===== src/rtl/debounce_edge_if.sv =====
// debounce_edge_if
//   Groups the data-path signals of debounce_edge.
//   din  : raw asynchronous level (may bounce)
//   tick : sample-rate enable for the stability counter
//   dout : debounced, registered level
//   rise : one-cycle pulse on dout 0->1
//   fall : one-cycle pulse on dout 1->0
//   master drives din/tick and observes the outputs; slave is the debouncer.
interface debounce_edge_if;
    logic din;
    logic tick;
    logic dout;
    logic rise;
    logic fall;

    modport master (
        output din,
        output tick,
        input  dout,
        input  rise,
        input  fall
    );

    modport slave (
        input  din,
        input  tick,
        output dout,
        output rise,
        output fall
    );
endinterface


===== src/rtl/debounce_edge.sv =====
// debounce_edge
//   Synchronises a raw bouncing level to clk, qualifies it with a stability
//   counter and presents a clean registered level plus rise/fall pulses.
// Ports:
//   clk : rising-edge clock
//   rst : asynchronous, active-high reset
//   io  : debounce_edge_if.slave (din, tick in; dout, rise, fall out)
// Parameter:
//   STABLE : consecutive tick cycles a new level must persist (1..255)
module debounce_edge #(
    parameter int unsigned STABLE = 4
) (
    input  logic             clk,
    input  logic             rst,
    debounce_edge_if.slave   io
);

    typedef enum logic [1:0] {
        ZERO  = 2'd0,
        WAIT1 = 2'd1,
        ONE   = 2'd2,
        WAIT0 = 2'd3
    } state_e;

    localparam logic [7:0] CNT_LAST = 8'(STABLE - 1);

    logic       s1_q;
    logic       s2_q;
    state_e     state_q;
    logic [7:0] cnt_q;
    logic       dout_q;
    logic       rise_q;
    logic       fall_q;

    // Two-flop synchroniser; only s2_q feeds the qualification logic.
    always_ff @(posedge clk or posedge rst) begin
        if (rst) begin
            s1_q <= 1'b0;
            s2_q <= 1'b0;
        end else begin
            s1_q <= io.din;
            s2_q <= s1_q;
        end
    end

    // Bounce detection is evaluated every clock; only the counter waits on tick.
    always_ff @(posedge clk or posedge rst) begin
        if (rst) begin
            state_q <= ZERO;
            cnt_q   <= '0;
            dout_q  <= 1'b0;
            rise_q  <= 1'b0;
            fall_q  <= 1'b0;
        end else begin
            rise_q <= 1'b0;
            fall_q <= 1'b0;
            unique case (state_q)
                ZERO: begin
                    if (s2_q) begin
                        state_q <= WAIT1;
                        cnt_q   <= '0;
                    end
                end
                WAIT1: begin
                    if (!s2_q) begin
                        state_q <= ZERO;
                    end else if (io.tick) begin
                        if (cnt_q == CNT_LAST) begin
                            state_q <= ONE;
                            dout_q  <= 1'b1;
                            rise_q  <= 1'b1;
                        end else begin
                            cnt_q <= cnt_q + 8'd1;
                        end
                    end
                end
                ONE: begin
                    if (!s2_q) begin
                        state_q <= WAIT0;
                        cnt_q   <= '0;
                    end
                end
                WAIT0: begin
                    if (s2_q) begin
                        state_q <= ONE;
                    end else if (io.tick) begin
                        if (cnt_q == CNT_LAST) begin
                            state_q <= ZERO;
                            dout_q  <= 1'b0;
                            fall_q  <= 1'b1;
                        end else begin
                            cnt_q <= cnt_q + 8'd1;
                        end
                    end
                end
                default: begin
                    state_q <= ZERO;
                end
            endcase
        end
    end

    assign io.dout = dout_q;
    assign io.rise = rise_q;
    assign io.fall = fall_q;

endmodule


===== src/flat_wrapper.sv =====
// flat-port wrapper written by rule: the top's interface ports become plain ports
module debounce_edge_flat 
#(
    parameter int unsigned STABLE = 4
)
  (clk, rst, io_din, io_tick, io_dout, io_rise, io_fall);
  debounce_edge_if io_i ();
  input  logic clk;
  input  logic rst;
  input wire logic [$bits(io_i.din)-1:0] io_din;
  input wire logic [$bits(io_i.tick)-1:0] io_tick;
  output wire logic [$bits(io_i.dout)-1:0] io_dout;
  output wire logic [$bits(io_i.rise)-1:0] io_rise;
  output wire logic [$bits(io_i.fall)-1:0] io_fall;
  assign io_i.din = io_din;
  assign io_i.tick = io_tick;
  assign io_dout = io_i.dout;
  assign io_rise = io_i.rise;
  assign io_fall = io_i.fall;
  debounce_edge #(.STABLE(STABLE)) u_core (.clk(clk), .rst(rst), .io(io_i));
endmodule

===== config.mk =====
export PLATFORM = sky130hd
export DESIGN_NAME = debounce_edge_flat
export DESIGN_NICKNAME = d
export VERILOG_FILES = /design/src/rtl/debounce_edge_if.sv /design/src/rtl/debounce_edge.sv /design/src/flat_wrapper.sv
export SDC_FILE = /design/constraint.sdc
export NUM_CORES = 1
export LEC_CHECK = 0
export ABC_AREA = 1
export CAP_MARGIN = 20
export CORE_ASPECT_RATIO = 1.2
export CORE_MARGIN = 8
export CORE_UTILIZATION = 49
export DETAILED_ROUTE_END_ITERATION = 12
export HOLD_SLACK_MARGIN = 0.08
export PLACE_DENSITY = 0.69
export SLEW_MARGIN = 5
export SYNTH_ARGS = -nofsm -noshare
export SYNTH_HDL_FRONTEND = slang
export SYNTH_SLANG_ARGS = --single-unit

===== constraint.sdc =====
create_clock -name clk -period 1.6 [get_ports clk]
set_input_delay 0.48 -clock clk [delete_from_list [all_inputs] [get_ports clk]]
set_output_delay 0.48 -clock clk [all_outputs]
set_load 0.005 [all_outputs]

==> summary.md <==
| Metric | Value |
|---|---|
| Flop pwr share | `51.0%` |
| Syn_nets | `110` |
| Max Cap Viol | `0` |
| Router iterations before antenna repair | `3` |
| # DRC | `0` |
| RSZ-0062 raised after global routing | `false` |
| Most frequent cells in the layout | `35 x nand2_1, 15 x dfrtp_1, 13 x nand3_1, 13 x nor2_1, 8 x inv_1` |
| Internal | `607 uW` |
| WP data arrival | `0.93 ns` |
| Non-Filler Instances | `135` |
| Crit path to | `io_dout` |
| Combinational Power Share | `26.1%` |
| Pleak | `0.480 nW` |
| Clock root cell | `clkbuf_4` |
| Max Buffers Root-to-Sink | `2` |
| Power density over the cells | `960 nW/um2` |
| Sw Share | `33.2%` |
| DRT iter0 DRCs | `5` |
| Register area share after synthesis | `45.6%` |
| Crit-path max FO | `2` |
| Commonest non-fill, non-tap cell in the layout | `nand2_1` |
| Max_slew headroom | `85.6%` |
| Layout Skew | `0.00719 ns` |
| TritonCTS clock tree | `done` |
| Initial core utilization | `51.4%` |
| DP Cell Count | `131` |
| Slowest cell on crit path | `dfrtp_1` |
| Critical Path, Cell by Cell | `dlygate4sd2_1` |
| Reg2reg start | `u_core.cnt_q[0]$_DFFE_PP0P_` |
| Wire per inst | `10.8 um` |
| CP Launch Type | `register` |
| Largest net degree at the start of global routing | `16` |
| Core box area | `1600 um2` |
| Synth Cell Area | `823 um2` |
| Hold WC Path Type | `reg2reg` |
| Synthesized flop and latch total | `15` |
| Required @ worst endpoint | `1.12 ns` |
| GRT Total Usage | `11.0%` |
| Inserted Clock Buffers | `3` |
| Die ar. | `3250 um2` |
| Clk_lat worst skew | `0.28 ns` |
| Share of layout cells above drive strength 1 | `12.8%` |
| Initial antenna violation count | `0` |
| Synthesized area per cell | `7.84 um2` |
| Depth of the worst register-to-register path | `8` |
| Layout filler cell count | `161` |
| Worst-path clk slew | `0.09 ns` |
| Crit. End Element | `primary output` |
| First-pass GRT wire length | `2670 um` |
| Net Switching | `302 uW` |
| Die H | `60.9 um` |
| VDD IR max | `598 uV` |
| Routed WL | `1450 um` |
| Fin crit period | `1.41 ns` |
| Top delay family on crit path | `flip-flops` |
| Final Hold Vio Count | `0` |
| Worst r2r dst | `u_core.cnt_q[7]$_DFFE_PP0P_` |
| CP Launch Point | `u_core.io.dout$_DFFE_PP0P_` |
| Hpwl dp | `1140 um` |
| R2R Setup Slk | `0.24 ns` |
| Buffer and inverter count on the worst path | `1` |
| Cell depth of the worst setup path | `1` |
| Fin crit share | `88.1%` |
| Nets | `123` |
| Number of antenna diodes | `0` |
| Status | `finished clean` |
| P&R area growth vs syn | `15.0%` |
| Slowest stage delay, CP | `0.39 ns` |
| Setup CP Type | `reg2out` |
| Grt ovf | `0` |
| Post-Syn Instances | `105` |
| Least-Margin Pin Slew | `0.216 ns` |
| Max Slew Vio Count | `0` |
| Row count | `16` |
| Post-DRT Antenna Nets | `0` |
| Pwr Total | `909 uW` |
| Warnings from Yosys | `0` |
| Die Wd | `53.4 um` |
| Worst Slack Setup Final | `0.191 ns` |
| Clk pwr share | `22.9%` |
| Final Setup Violations | `0` |
| Max Clk Rate | `709 MHz` |
| Netlist cell types | `20` |
| Pre-CTS setup slack | `-0.00714 ns` |
| Clock sink total | `15` |
| H-tree Lvls | `1` |
| Vias | `659` |
| Port buffer count | `6` |
| Gp weighted congestion | `0.795` |
| I/O Pins | `7` |
| Drt via density | `4.88` |
| Number of global-route vias before repair | `654` |
## timing repair
item / 4_1_cts / 5_1_grt
buffers inserted: 0 / 0
hold buffers: 0 / 0
gates resized for setup: 2 / 1
endpoints found under the setup margin: 2 / 1
endpoints found under the hold margin: 0 / 0
## sequential cells by signal (all words and copies together) (netlist names), named ones only
signal,flops
u_core.io.dout,1
u_core.s2_q,1
u_core.state_q,1
u_core.io.rise,1
u_core.cnt_q,8
u_core.io.fall,1
u_core.s1_q,1
## metal layers
layer | GRT usage [%] | vias to the layer above | share of wire, % | wire length (um)
li1 | - | 350 | - | -
met4 | 7.22 | 0 | 1.0 | 15
met2 | 17.8 | 2 | 51 | 744
met1 | 12.5 | 305 | 46 | 667
met3 | 2.45 | 2 | 1.8 | 26
met5 | 0 | - | 0 | 0
## cell families (layout without fill, tap and decap cells)
kind of cell | Yosys count | count (layout) | share of synthesized area [%]
AND/OR/NAND/NOR | 71 | 71 | 41.9
flip-flops | 15 | 15 | 45.6
buffers and inverters | 10 | 22 | 4.56
AO/OA/AOI/OAI | 6 | 6 | 4.25
XOR/XNOR | 2 | 2 | 2.13
adder cells (fa/ha/maj) | 1 | 1 | 1.52
## cells in the mapped netlist
cell,number,share of area [%]
nand2_2,2,1.5
nand3_1,13,7.9
nor2_1,13,5.9
or2_0,1,0.76
a21oi_1,2,1.2
xor2_1,1,1.1
o21bai_1,2,1.8
nand2_1,35,16
ha_1,1,1.5
o21ai_1,2,1.2
inv_1,8,3.6
clkinv_1,1,0.46
nand2_8,1,2.4
nand3_2,1,1.2
xnor2_1,1,1.1
nand2_4,1,1.4
nor2_4,3,4.1
nor2_2,1,0.76
inv_2,1,0.46
dfrtp_1,15,46
## power by group through the flow
stage / sequential, mW / clock, mW / combinational (mW)
floorplan: 0.465 / 0 / 0.180
global placement: 0.471 / 0 / 0.239
detailed placement: 0.472 / 0 / 0.244
CTS: 0.464 / 0.221 / 0.241
global route: 0.472 / 0.232 / 0.269
finish: 0.464 / 0.208 / 0.237
## through the flow
| step | hold slack [ns] | util, % | setup TNS (ns) | area [um2] |
|---|---|---|---|---|
| final | 0.368 | 59.1 | 0 | 947 |
| after global routing | 0.369 | 59.1 | 0 | 947 |
| after CTS | 0.366 | 59.0 | 0 | 945 |
| after detailed placement | 0.338 | 57.5 | -0.0125 | 921 |
| after global placement | 0.346 | 57.5 | 0 | 921 |
| after floorplan | 0.331 | - | 0 | 823 |
## layout make-up
| cell class | instances | area [um2] | area share (%) |
|---|---|---|---|
| inverters | 10 | 37.5 | 3.96 |
| multi-input cells | 80 | 410 | 43.3 |
| flip-flops and latches | 15 | 375 | 39.6 |
| repair buffers | 8 | 75.1 | 7.93 |
| well taps | 18 | 22.5 | 2.38 |
| clock buffers | 4 | 26.3 | 2.77 |
## worst min-delay path by stage
stage,from,end,depth (start not counted)
final,u_core.s1_q$_DFF_PP0_,u_core.s2_q$_DFF_PP0_,0
after global routing,u_core.s1_q$_DFF_PP0_,u_core.s2_q$_DFF_PP0_,0
after CTS,u_core.s1_q$_DFF_PP0_,u_core.s2_q$_DFF_PP0_,0
after detailed placement,u_core.s1_q$_DFF_PP0_,u_core.s2_q$_DFF_PP0_,0
after global placement,u_core.s1_q$_DFF_PP0_,u_core.s2_q$_DFF_PP0_,0
after floorplan,u_core.s1_q$_DFF_PP0_,u_core.s2_q$_DFF_PP0_,0
Note: power is estimated with default switching activity, not from simulation.
